`config.mk`:
```
export PLATFORM = sky130hd
export DESIGN_NAME = regfile_wb_scheduler
export DESIGN_NICKNAME = d
export VERILOG_FILES = /design/src/rtl/regfile_wb_scheduler_pkg.sv /design/src/rtl/regfile_wb_scheduler_wb_scoreboard.sv /design/src/rtl/regfile_wb_scheduler.sv
export SDC_FILE = /design/constraint.sdc
export NUM_CORES = 1
export LEC_CHECK = 0
export ABC_CLOCK_PERIOD_IN_PS = 1900
export CELL_PAD_IN_SITES_DETAIL_PLACEMENT = 0
export CELL_PAD_IN_SITES_GLOBAL_PLACEMENT = 1
export CORE_MARGIN = 5
export CORE_UTILIZATION = 31
export DETAILED_ROUTE_END_ITERATION = 16
export PLACE_DENSITY = 0.79
export SLEW_MARGIN = 0
export SYNTH_ARGS = -nofsm -noshare
export SYNTH_HDL_FRONTEND = slang
export SYNTH_SLANG_ARGS = --single-unit
```
`constraint.sdc`:
```
create_clock -name clk -period 1.9 [get_ports clk]
set_input_delay 0.285 -clock clk [delete_from_list [all_inputs] [get_ports clk]]
set_output_delay 0.285 -clock clk [all_outputs]
set_load 0.02 [all_outputs]
```
`src/rtl/regfile_wb_scheduler_pkg.sv`:
```
// -----------------------------------------------------------------------------
// regfile_wb_scheduler_pkg
// Shared constants and types for the register-file writeback scheduler.
//   WB_XLEN / WB_AW : default datapath width and register address width
//   REQ_ALU/REQ_LSU : requester indices used by the arbiter's last-grant pointer
//   busy_vec_t      : one busy bit per architectural register
//   reg_mask()      : one-hot register mask with x0 always excluded
// -----------------------------------------------------------------------------
package regfile_wb_scheduler_pkg;

   localparam int WB_XLEN = 32;
   localparam int WB_AW   = 5;

   localparam logic REQ_ALU = 1'b0;
   localparam logic REQ_LSU = 1'b1;

   typedef logic [(1 << WB_AW)-1:0] busy_vec_t;

   // x0 is hardwired zero, so it can never become busy.
   function automatic busy_vec_t reg_mask(input logic [WB_AW-1:0] addr);
      busy_vec_t m;
      m = '0;
      if (addr != '0) begin
         m[addr] = 1'b1;
      end
      return m;
   endfunction

endpackage

```
`src/rtl/regfile_wb_scheduler_wb_scoreboard.sv`:
```
// -----------------------------------------------------------------------------
// wb_scoreboard
// Busy scoreboard for in-flight destination registers plus RAW stall lookup.
// Ports:
//   clk, rst      : clock, synchronous active-low reset (clears all busy bits)
//   set_valid/addr: decode allocated a register as an in-flight destination
//   clr_valid/addr: writeback transfer for that register this cycle
//   rs1_addr/rs2_addr : decode source registers
//   stall         : combinational, rs1 or rs2 is busy
// -----------------------------------------------------------------------------
module wb_scoreboard
   import regfile_wb_scheduler_pkg::*;
(
   input  logic             clk,
   input  logic             rst,
   input  logic             set_valid,
   input  logic [WB_AW-1:0] set_addr,
   input  logic             clr_valid,
   input  logic [WB_AW-1:0] clr_addr,
   input  logic [WB_AW-1:0] rs1_addr,
   input  logic [WB_AW-1:0] rs2_addr,
   output logic             stall
);

   busy_vec_t busy;
   busy_vec_t set_mask;
   busy_vec_t clr_mask;

   always_comb begin
      set_mask = '0;
      clr_mask = '0;
      if (set_valid) begin
         set_mask = reg_mask(set_addr);
      end
      if (clr_valid) begin
         clr_mask = reg_mask(clr_addr);
      end
   end

   // Set is applied after clear: a new producer allocated in the same cycle
   // its predecessor writes back keeps the register busy.
   always_ff @(posedge clk) begin
      if (!rst) begin
         busy <= '0;
      end else begin
         busy <= (busy & ~clr_mask) | set_mask;
      end
   end

   // Reads the registered state, so a register cleared this cycle still
   // stalls until the write actually lands on rf_wen one cycle later.
   assign stall = busy[rs1_addr] | busy[rs2_addr];

endmodule

```
`src/rtl/regfile_wb_scheduler.sv`:
```
// -----------------------------------------------------------------------------
// regfile_wb_scheduler
// Shares the single register-file write port between the ALU (req0) and the
// LSU load return (req1), and tracks in-flight destinations for RAW stalls.
// Build option:
//   WB_ARB_ROUND_ROBIN_EN defined   : contention alternates via last-grant ptr
//   WB_ARB_ROUND_ROBIN_EN undefined : LSU always wins contention
// Ports:
//   clk, rst                       : clock, synchronous active-low reset
//   req0_valid/ready/addr/data     : ALU writeback valid/ready channel
//   req1_valid/ready/addr/data     : LSU writeback valid/ready channel
//   alloc_valid, alloc_rd          : decode issues an instruction writing rd
//   rs1_addr, rs2_addr, stall      : decode sources and RAW hazard stall
//   rf_wen, rf_waddr, rf_wdata     : registered register-file write port
// -----------------------------------------------------------------------------
module regfile_wb_scheduler
   import regfile_wb_scheduler_pkg::*;
#(
   parameter int XLEN = WB_XLEN,
   parameter int AW   = WB_AW
) (
   input  logic            clk,
   input  logic            rst,
   input  logic            req0_valid,
   output logic            req0_ready,
   input  logic [AW-1:0]   req0_addr,
   input  logic [XLEN-1:0] req0_data,
   input  logic            req1_valid,
   output logic            req1_ready,
   input  logic [AW-1:0]   req1_addr,
   input  logic [XLEN-1:0] req1_data,
   input  logic            alloc_valid,
   input  logic [AW-1:0]   alloc_rd,
   input  logic [AW-1:0]   rs1_addr,
   input  logic [AW-1:0]   rs2_addr,
   output logic            stall,
   output logic            rf_wen,
   output logic [AW-1:0]   rf_waddr,
   output logic [XLEN-1:0] rf_wdata
);

   logic            gnt0;
   logic            gnt1;
   logic            xfer;
   logic [AW-1:0]   gnt_addr;
   logic [XLEN-1:0] gnt_data;

   logic            wen_p1;
   logic [AW-1:0]   waddr_p1;
   logic [XLEN-1:0] wdata_p1;

`ifdef WB_ARB_ROUND_ROBIN_EN
   logic            last_gnt;
`endif

   // Grants are pure functions of valid; nothing is granted while in reset,
   // which also drops any request that was pending when reset arrived.
   always_comb begin
      gnt0 = 1'b0;
      gnt1 = 1'b0;
      if (rst) begin
         if (req0_valid && req1_valid) begin
`ifdef WB_ARB_ROUND_ROBIN_EN
            if (last_gnt == REQ_LSU) begin
               gnt0 = 1'b1;
            end else begin
               gnt1 = 1'b1;
            end
`else
            gnt1 = 1'b1;
`endif
         end else begin
            gnt0 = req0_valid;
            gnt1 = req1_valid;
         end
      end
   end

   assign req0_ready = gnt0;
   assign req1_ready = gnt1;
   assign xfer       = gnt0 | gnt1;
   assign gnt_addr   = gnt1 ? req1_addr : req0_addr;
   assign gnt_data   = gnt1 ? req1_data : req0_data;

`ifdef WB_ARB_ROUND_ROBIN_EN
   // Reset value points at the LSU so the ALU wins the first contention.
   always_ff @(posedge clk) begin
      if (!rst) begin
         last_gnt <= REQ_LSU;
      end else if (xfer) begin
         last_gnt <= gnt1 ? REQ_LSU : REQ_ALU;
      end
   end
`endif

   // ---- stage p0 -> p1: register-file write port ----
   // Writes to x0 complete the handshake but never raise the write enable.
   always_ff @(posedge clk) begin
      if (!rst) begin
         wen_p1   <= 1'b0;
         waddr_p1 <= '0;
         wdata_p1 <= '0;
      end else begin
         wen_p1 <= xfer && (gnt_addr != '0);
         if (xfer) begin
            waddr_p1 <= gnt_addr;
            wdata_p1 <= gnt_data;
         end
      end
   end

   assign rf_wen   = wen_p1;
   assign rf_waddr = waddr_p1;
   assign rf_wdata = wdata_p1;

   wb_scoreboard u_scoreboard (
      .clk       (clk),
      .rst       (rst),
      .set_valid (alloc_valid),
      .set_addr  (alloc_rd),
      .clr_valid (xfer),
      .clr_addr  (gnt_addr),
      .rs1_addr  (rs1_addr),
      .rs2_addr  (rs2_addr),
      .stall     (stall)
   );

endmodule

```
==> results.sh, run 1 <==
export IMPL_fin_tns_setup_ps=-277
export IMPL_cpPeakStageDelay_ps=470
export IMPL_finalCritPeriodShare=1.15
export IMPL_end_kind="primary output"
export IMPL_multiInputGateArea_um2=2270
export IMPL_htree_levels=3
export IMPL_pwr_share_comb=0.186
export IMPL_arrival_ps=1890
export IMPL_grt_pass1_vias=3899
export IMPL_hp_class="in -> reg"
export IMPL_start_util=0.317
export IMPL_switching_power_mw=1.05
export IMPL_stdcell_area_um2=5910
export IMPL_synth_top_area_cell="dfxtp_1"
export IMPL_hpwl_um=9640
export IMPL_violations="negative setup slack"
export IMPL_setup_ws_ps=-277
export IMPL_final_util=0.490
export IMPL_finalNetCount=680
export IMPL_gp_congestion=0.919
export IMPL_outcome="complete, but fails checks"
export IMPL_maxSlewViolCount=0
export IMPL_dr_pass1_iters=4
export IMPL_layout_commonest_cell="clkdlybuf4s50_1"
export IMPL_synth_top_cell_area_share=0.366
export IMPL_die_area_um2=14700
export IMPL_relSlewSlack=0.602
export IMPL_synth_mux_area_frac=0.190
export IMPL_n_fill_cell=1137
export IMPL_hold_viol=0
export IMPL_path_delay_family="multiplexers"
export IMPL_die_h_um=121
export IMPL_grt_pass1_wl_um=20100
export IMPL_avgRoutedWirePerCell_um=16.9
export IMPL_register_area_um2=1410
export IMPL_syn_area_um2=3830
export IMPL_powerDensity_nw_per_um2=735
export IMPL_path_max_fanout=3
export IMPL_overflow=0
export IMPL_via_count=3729
export IMPL_antenna_found_initial=1
export IMPL_place_area_um2=5540
export IMPL_synth_area_leaders="dfxtp_1 (37%), mux2i_1 (11%), o21ai_0 (8.4%), nand2_1 (6.8%), a21boi_0 (5.9%)"
export IMPL_worst_pin_slew_ps=580
export IMPL_synth_top_family_by_area="simple AND/OR/NAND/NOR gates"
export IMPL_drive_gt1_frac=0.137
export IMPL_syn_num_nets=526
export IMPL_synth_cells=432
export IMPL_whs_ps=423
export IMPL_area_delta_synth_final_pct=54.4
export IMPL_ys_types=41
export IMPL_clkPwrFrac=0.453
export IMPL_worstSetupStartpointType="register"
export IMPL_worstSetupPathType="reg -> out"
export IMPL_power_frac_seq=0.362
export IMPL_syn_area_per_cell_um2=8.86
export IMPL_diodes=0
export IMPL_path_cells="mux4_2 > nand4_1 > nand4_1 > a311oi_2 > nand4_1 > buf_4"
export IMPL_synthAdderAreaFrac=0
export IMPL_numCtsBuffers=9
export IMPL_final_cell_mix="clkdlybuf4s50_1 (126), nand2_1 (69), dfxtp_1 (65), o21ai_0 (64), mux2i_1 (41)"
export IMPL_crit_buf_inv=1
export IMPL_port_buffers=134
export IMPL_synth_compound_area_frac=0.186
export IMPL_synth_simple_gate_area_share=0.218
export IMPL_drt_total_wl_um=12800
export IMPL_cts_tree="yes"
export IMPL_setup_viol=1
export IMPL_dp_cells=742
export IMPL_ys_warnings_count=0
export IMPL_peakVddDrop_mv=0.393
export IMPL_cap_violations=0
export IMPL_crit_required_ps=1620
export IMPL_grt_util_all_layers=0.176
export IMPL_ios=135
export IMPL_fmax_ghz=0.459
export IMPL_ant_nets=0
export IMPL_ys_seq_elements=70
export IMPL_clkSlewWorstSetupHoldPaths_ps=60
export IMPL_ys_seq_area_frac=0.366
export IMPL_drt_initial_drc_count=145
export IMPL_period_minus_slack_ps=2180
export IMPL_p_leak_nw=2.38
export IMPL_slowest_stage="mux4_2"
export IMPL_p_sw_frac=0.242
export IMPL_drc=0
export IMPL_grt_max_degree=75
export IMPL_synth_xor_area_frac=0
export IMPL_clock_latency_ps=330
export IMPL_p_int_mw=3.29
export IMPL_instances_no_fill=758
export IMPL_clkSinkCount=70
export IMPL_crit_top_cell="nand4_1"
export IMPL_rsz0062_at_grt="yes"
export IMPL_rows=40
export IMPL_core_region_area_um2=12100
export IMPL_cts_root_buf="clkbuf_16"
export IMPL_die_w_um=121
export IMPL_cts_path_max_buffers=2
export IMPL_via_per_inst=4.92
export IMPL_fin_skew_ps=0
## cells in the mapped netlist
cell,n
dfxtp_1,70
nand2_1,69
o21ai_0,64
mux2i_1,41
and2_1,33
a21boi_0,30
clkbuf_1,20
nand3b_1,7
nand4_1,7
nor3b_1,7
mux4_2,6
nor2b_1,6
buf_2,5
mux4_1,5
nand3_1,5
nor2_1,5
o211a_1,5
and3b_1,4
nand2b_1,4
a211oi_1,3
a311oi_1,3
buf_1,3
buf_6,3
mux2_2,3
a21boi_1,2
a21oi_1,2
inv_1,2
nor3_1,2
o211ai_1,2
or2_2,2
or3_1,2
a2111oi_0,1
a211o_1,1
and2b_1,1
and3_1,1
clkbuf_2,1
mux2_4,1
nand2_4,1
nand4b_1,1
nor4b_1,1
o311ai_0,1
## repair_timing
| item | CTS | global route |
|---|---|---|
| hold buffers | 0 | 0 |
| setup buffers | 1 | 0 |
| endpoints found under the setup margin | 1 | 1 |
| gates resized for setup | 19 | 3 |
| gates cloned | 0 | 0 |
| pin swaps | 4 | 0 |
## sequential cells by signal, indices dropped and copies added, names as in the netlist
| name | count |
|---|---|
| rf_waddr | 5 |
| rf_wen | 1 |
| rf_wdata | 32 |
| u_scoreboard.busy | 32 |
## cells by family after synthesis
kind of cell | Yosys count
AND/OR/NAND/NOR | 158
AO/OA/AOI/OAI | 114
buffers and inverters | 34
flip-flops | 70
multiplexers | 56
## per-layer routing
| layer | track usage | vias to the layer above | share of wire |
|---|---|---|---|
| met3 | 0.0788 | 25 | 0.088 |
| met4 | 0.0721 | 2 | 0.030 |
| met1 | 0.206 | 1701 | 0.42 |
| met2 | 0.279 | 148 | 0.46 |
| met5 | 0 | - | 0.00086 |
| li1 | - | 1853 | - |
## per-stage QoR
| step | setup WS (ps) | power (mW) |
|---|---|---|
| after CTS | -268 | 4.40 |
| final | -277 | 4.34 |
| after detailed placement | -1010 | 2.41 |
| after global placement | -998 | 2.40 |
| after global routing | -358 | 4.52 |
| after floorplan | 56.6 | 1.97 |
## worst min-delay path: stages
cell and delay [ps]:
buf_2 150, a211oi_1 210, nor3b_1 70
## final cells by class
type,count,area share
Multi-Input combinational cell,328,0.384
Timing Repair Buffer,175,0.282
Sequential cell,70,0.238
Clock buffer,10,0.0404
Tap cell,168,0.0355
Clock inverter,5,0.0180
Inverter,2,0.00127
## power by group through the flow
stage          Clock [mW]  Combinational, mW  Sequential (mW)
6_report             1.97              0.807             1.57
3_5_place_dp            0              0.807             1.60
4_1_cts              2.02              0.812             1.57
2_1_floorplan           0              0.308             1.66
5_1_grt              2.08              0.868             1.58
3_3_place_gp            0              0.799             1.60
## worst paths after layout
check	startpoint	to	slack [ps]	cells after the start
hold reg to reg	u_scoreboard.busy[0]	u_scoreboard.busy[0]	510	1
hold / removal	req0_valid	rf_waddr[0]	420	3
setup / recovery	u_scoreboard.busy[31]	stall	-280	6
setup reg to reg	rf_waddr[0]	rf_waddr[0]	1080	3
(Power assumes the default switching activity.)
==> run 2: changes to the inputs <==
--- a/config.mk
+++ b/config.mk
@@ -9,9 +9,10 @@
 export CELL_PAD_IN_SITES_DETAIL_PLACEMENT = 0
 export CELL_PAD_IN_SITES_GLOBAL_PLACEMENT = 1
 export CORE_MARGIN = 5
-export CORE_UTILIZATION = 31
+export CORE_UTILIZATION = 33
+export CTS_CLUSTER_DIAMETER = 150
 export DETAILED_ROUTE_END_ITERATION = 16
-export PLACE_DENSITY = 0.79
+export PLACE_DENSITY = 0.83
 export SLEW_MARGIN = 0
 export SYNTH_ARGS = -nofsm -noshare
 export SYNTH_HDL_FRONTEND = slang
==> results.sh, run 2 (synthesis results as in run 1) <==
export IMPL_outcome="complete, but fails checks"
export IMPL_violations="negative setup slack"
export IMPL_hp_class="in -> reg"
export IMPL_end_kind="primary output"
export IMPL_setup_ws_ps=-270
export IMPL_overflow=0
export IMPL_finalCritPeriodShare=1.14
export IMPL_worst_pin_slew_ps=607
export IMPL_period_minus_slack_ps=2170
export IMPL_drc=0
export IMPL_maxSlewViolCount=0
export IMPL_stdcell_area_um2=5840
export IMPL_core_region_area_um2=11400
export IMPL_p_sw_frac=0.254
export IMPL_powerDensity_nw_per_um2=703
export IMPL_place_area_um2=5500
export IMPL_die_area_um2=13900
export IMPL_crit_top_cell="buf_4"
export IMPL_relSlewSlack=0.584
export IMPL_gp_congestion=0.943
export IMPL_cts_root_buf="clkbuf_16"
export IMPL_diodes=0
export IMPL_worstSetupPathType="in -> out"
export IMPL_setup_viol=1
export IMPL_rows=39
export IMPL_ant_nets=0
export IMPL_path_depth=9
export IMPL_r2r_start="rf_waddr[0]"
export IMPL_path_max_fanout=6
export IMPL_clkSlewWorstSetupHoldPaths_ps=60
export IMPL_p_int_mw=3.06
export IMPL_grt_util_all_layers=0.184
export IMPL_grt_pass1_vias=4004
export IMPL_final_cell_mix="clkdlybuf4s50_1 (126), nand2_1 (69), o21ai_0 (64), dfxtp_1 (63), mux2i_1 (41)"
export IMPL_layout_commonest_cell="clkdlybuf4s50_1"
export IMPL_ios=135
export IMPL_cts_path_max_buffers=2
export IMPL_hpwl_um=9830
export IMPL_cap_violations=0
export IMPL_r2r_end="rf_waddr[0]"
export IMPL_crit_end="stall"
export IMPL_n_fill_cell=1074
export IMPL_dr_pass1_iters=5
export IMPL_drt_initial_drc_count=152
export IMPL_power_frac_seq=0.383
export IMPL_p_leak_nw=2.36
export IMPL_finalNetCount=681
export IMPL_antenna_found_initial=1
export IMPL_p_total_mw=4.10
export IMPL_via_per_inst=5.18
export IMPL_slowest_stage="a211o_1"
export IMPL_pwr_share_comb=0.196
export IMPL_crit_buf_inv=4
export IMPL_regToRegSetupSlack_ps=1080
export IMPL_port_buffers=134
export IMPL_peakVddDrop_mv=0.448
export IMPL_drt_total_wl_um=12800
export IMPL_numCtsBuffers=9
export IMPL_crit_path_start="rs1_addr[0]"
export IMPL_cpPeakStageDelay_ps=300
export IMPL_worstRegToRegCells=3
export IMPL_die_h_um=118
export IMPL_area_delta_synth_final_pct=52.5
export IMPL_hold_buffers=0
export IMPL_grt_pass1_wl_um=20500
export IMPL_fin_skew_ps=0
export IMPL_switching_power_mw=1.04
export IMPL_crit_required_ps=1620
export IMPL_arrival_ps=1880
export IMPL_worstSetupStartpointType="primary input"
export IMPL_start_util=0.335
export IMPL_path_cells="dlygate4sd2_1 > buf_6 > buf_4 > mux2i_1 > a211o_1 > a311oi_1 > a311oi_2 > nand4_1 > buf_4"
export IMPL_clkSinkCount=70
export IMPL_hold_viol=0
export IMPL_grt_max_degree=75
export IMPL_die_w_um=118
export IMPL_clock_latency_ps=330
export IMPL_path_delay_family="compound AO/OA/AOI/OAI gates"
export IMPL_clkPwrFrac=0.422
export IMPL_hold_depth=4
export IMPL_cts_tree="yes"
export IMPL_drive_gt1_frac=0.145
export IMPL_via_count=3810
export IMPL_hold_path_startpoint="req0_valid"
export IMPL_fmax_ghz=0.461
export IMPL_avgRoutedWirePerCell_um=17.4
export IMPL_rsz0062_at_grt="yes"
export IMPL_htree_levels=3
run 2: cell count changes in the layout (fill, tap and decap cells not counted), sizes merged:
cell | before | now
clkbuf | 10 | 11
dlygate4sd2 | 2 | 3
buf | 45 | 46
clkinv | 0 | 2
bufinv | 3 | 1
dlymetal6s2s | 1 | 0
run 2: timing repair:
action / CTS / global route
setup endpoints to repair: 1 / 1
pin swaps: 4 / 0
setup buffers: 1 / 0
gates cloned: 1 / 0
resized for setup: 24 / 1
run 2: worst min path at each step:
stage	end	slack, ps
after floorplan	u_scoreboard.busy[0]	440
after global placement	rf_waddr[4]	480
after detailed placement	rf_waddr[2]	500
after CTS	rf_wdata[3]	430
after global routing	rf_waddr[4]	470
final	rf_wdata[3]	430
run 2: metal layers:
metal / up-vias / share of wire / global-route usage
met5: - / 0.00086 / 0
met4: 2 / 0.038 / 0.0953
met3: 37 / 0.093 / 0.0740
met2: 169 / 0.47 / 0.301
met1: 1738 / 0.40 / 0.205
li1: 1864 / - / -
run 2: tightest hold or removal path: cells and delay by family:
family	cells	cell delay, ps
buffers and inverters	1	140
AO/OA/AOI/OAI	1	120
AND/OR/NAND/NOR	1	120
multiplexers	1	80
run 2: final cells by class:
cell class	instances	area, um2	area share
inverter	2	7.51	0.00129
sequential	70	1410	0.242
clock inverter	5	56.3	0.00964
multi-input combinational	328	2280	0.390
clock buffer	11	253	0.0433
timing repair buffer	176	1650	0.283
tap	143	179	0.0306
run 2: per-stage QoR:
step	setup WS (ps)	instances	setup TNS [ps]	hold slack, ps	util
CTS	-283	735	-283	429	0.511
finish	-270	735	-270	434	0.511
detailed placement	-995	717	-1050	497	0.481
floorplan	56.6	432	0	445	-
global route	-402	735	-402	471	0.511
global placement	-975	717	-975	485	0.481
run 2: power by group through the flow:
stage,sequential (mW),clock [mW],combinational [mW]
detailed placement,1.60,0,0.802
CTS,1.57,1.78,0.810
global route,1.58,1.84,0.869
floorplan,1.66,0,0.308
global placement,1.60,0,0.792
finish,1.57,1.73,0.804
==> run 3: changes to the inputs <==
--- a/config.mk
+++ b/config.mk
@@ -8,6 +8,7 @@
 export ABC_CLOCK_PERIOD_IN_PS = 1900
 export CELL_PAD_IN_SITES_DETAIL_PLACEMENT = 0
 export CELL_PAD_IN_SITES_GLOBAL_PLACEMENT = 1
+export CORE_ASPECT_RATIO = 0.6
 export CORE_MARGIN = 5
 export CORE_UTILIZATION = 33
 export CTS_CLUSTER_DIAMETER = 150
==> results.sh, run 3 (synthesis results as in run 1) <==
export IMPL_path_max_fanout=3
export IMPL_path_delay_family="multiplexers"
export IMPL_rows=30
export IMPL_maxSlewViolCount=0
export IMPL_die_area_um2=13900
export IMPL_grt_pass1_wl_um=21700
export IMPL_cts_root_buf="clkbuf_16"
export IMPL_period_minus_slack_ps=2230
export IMPL_drt_initial_drc_count=354
export IMPL_relSlewSlack=0.644
export IMPL_area_delta_synth_final_pct=54.4
export IMPL_hold_depth=3
export IMPL_whs_ps=471
export IMPL_hp_class="in -> reg"
export IMPL_holdPathEnd="rf_waddr[3]"
export IMPL_hpwl_um=10200
export IMPL_stdcell_area_um2=5910
export IMPL_worstRegToRegCells=3
export IMPL_antenna_found_initial=0
export IMPL_hold_path_startpoint="req1_valid"
export IMPL_p_sw_frac=0.259
export IMPL_avgRoutedWirePerCell_um=17.7
export IMPL_path_cells="mux4_2 > nand4_1 > nand4_1 > a311oi_2 > nand4_1 > buf_6"
export IMPL_top_layer_used="met4"
export IMPL_fin_skew_ps=0
export IMPL_gp_congestion=0.982
export IMPL_fmax_ghz=0.449
export IMPL_drt_met1_wl_um=6230
export IMPL_met3_length_um=1220
export IMPL_worst_pin_slew_ps=535
export IMPL_pwr_share_comb=0.200
export IMPL_powerDensity_nw_per_um2=694
export IMPL_r2r_start="u_scoreboard.busy[3]"
export IMPL_outcome="complete, but fails checks"
export IMPL_ant_nets=0
export IMPL_peakVddDrop_mv=0.431
export IMPL_violations="negative setup slack"
export IMPL_grt_max_degree=75
export IMPL_htree_levels=3
export IMPL_die_h_um=93.4
export IMPL_grt_util_all_layers=0.199
export IMPL_rsz0062_at_grt="yes"
export IMPL_end_kind="primary output"
export IMPL_worstSetupPathType="reg -> out"
export IMPL_setup_viol=1
export IMPL_r2r_end="u_scoreboard.busy[3]"
export IMPL_worstSetupStartpointType="register"
export IMPL_place_area_um2=5540
export IMPL_clkSlewWorstSetupHoldPaths_ps=60
export IMPL_crit_top_cell="nand4_1"
export IMPL_ios=135
export IMPL_die_w_um=149
export IMPL_regToRegSetupSlack_ps=950
export IMPL_layout_commonest_cell="clkdlybuf4s50_1"
export IMPL_overflow=0
export IMPL_cts_tree="yes"
export IMPL_drc=0
export IMPL_crit_required_ps=1620
export IMPL_path_depth=6
export IMPL_setup_ws_ps=-326
export IMPL_slowest_stage="mux4_2"
export IMPL_finalNetCount=685
export IMPL_start_util=0.338
export IMPL_core_region_area_um2=11300
export IMPL_via_count=3875
export IMPL_drive_gt1_frac=0.149
export IMPL_cts_path_max_buffers=2
export IMPL_cap_violations=0
export IMPL_cpPeakStageDelay_ps=480
export IMPL_numCtsBuffers=9
export IMPL_switching_power_mw=1.06
export IMPL_crit_buf_inv=1
export IMPL_clkSinkCount=70
export IMPL_pre_cts_slack_ps=-1020
export IMPL_grt_pass1_vias=3925
export IMPL_port_buffers=134
export IMPL_dr_wl_met2_um=5840
export IMPL_p_leak_nw=2.38
export IMPL_finalCritPeriodShare=1.17
export IMPL_hold_viol=0
export IMPL_clock_latency_ps=330
export IMPL_diodes=0
export IMPL_via_per_inst=5.13
export IMPL_p_total_mw=4.10
export IMPL_drt_total_wl_um=13400
export IMPL_dr_pass1_iters=5
export IMPL_clkPwrFrac=0.418
export IMPL_arrival_ps=1940
export IMPL_final_cell_mix="clkdlybuf4s50_1 (126), nand2_1 (69), o21ai_0 (64), dfxtp_1 (63), buf_4 (42)"
export IMPL_power_frac_seq=0.382
export IMPL_p_int_mw=3.04
[run 3: how the worst max path moves through the flow]
stage | from | end | slack [ps]
floorplan | rs1_addr[1] | stall | 60
global placement | rs2_addr[2] | stall | -1000
detailed placement | rs2_addr[2] | stall | -1020
CTS | u_scoreboard.busy[16] | stall | -360
global route | u_scoreboard.busy[31] | stall | -400
finish | u_scoreboard.busy[31] | stall | -330
[run 3: layer usage]
layer  GRT usage  vias to the layer above
met2       0.295                      158
met5           0                        -
met3      0.0668                        7
met1       0.285                     1846
li1            -                     1864
met4      0.0289                        0
[run 3: layout make-up]
type,instances,area [um2]
Timing Repair Buffer,180,1700
Multi-Input combinational cell,328,2280
Clock inverter,6,71.3
Sequential cell,70,1410
Tap cell,160,200
Clock buffer,10,239
Fill cell,1093,5430
Inverter,2,7.51
[run 3: metrics by stage]
step           setup TNS [ps]  instances   util
6_report                 -326        756  0.521
5_1_grt                  -396        756  0.521
4_1_cts                  -356        755  0.519
3_5_place_dp            -1130        735  0.489
3_3_place_gp            -1000        735  0.489
2_1_floorplan               0        432      -
[run 3: worst register-to-register path, cell delays in order (launching register included)]
cell	delay (ps)
dfxtp_1	450
buf_4	150
o21ai_0	70
a21boi_0	200
[run 3: power groups by stage]
stage / Sequential, mW / Clock [mW] / Combinational, mW
after floorplan: 1.66 / 0 / 0.308
after global placement: 1.60 / 0 / 0.797
after detailed placement: 1.60 / 0 / 0.811
after CTS: 1.57 / 1.75 / 0.819
after global routing: 1.57 / 1.82 / 0.892
final: 1.57 / 1.72 / 0.822
[run 3: repair_timing]
| action | CTS | global route |
|---|---|---|
| pin swaps | 4 | 6 |
| buffers inserted | 4 | 1 |
| hold buffers | 0 | 0 |
| gates cloned | 0 | 0 |
| resized for setup | 17 | 9 |
| endpoints found under the setup margin | 1 | 1 |
| endpoints found under the hold margin | 0 | 0 |
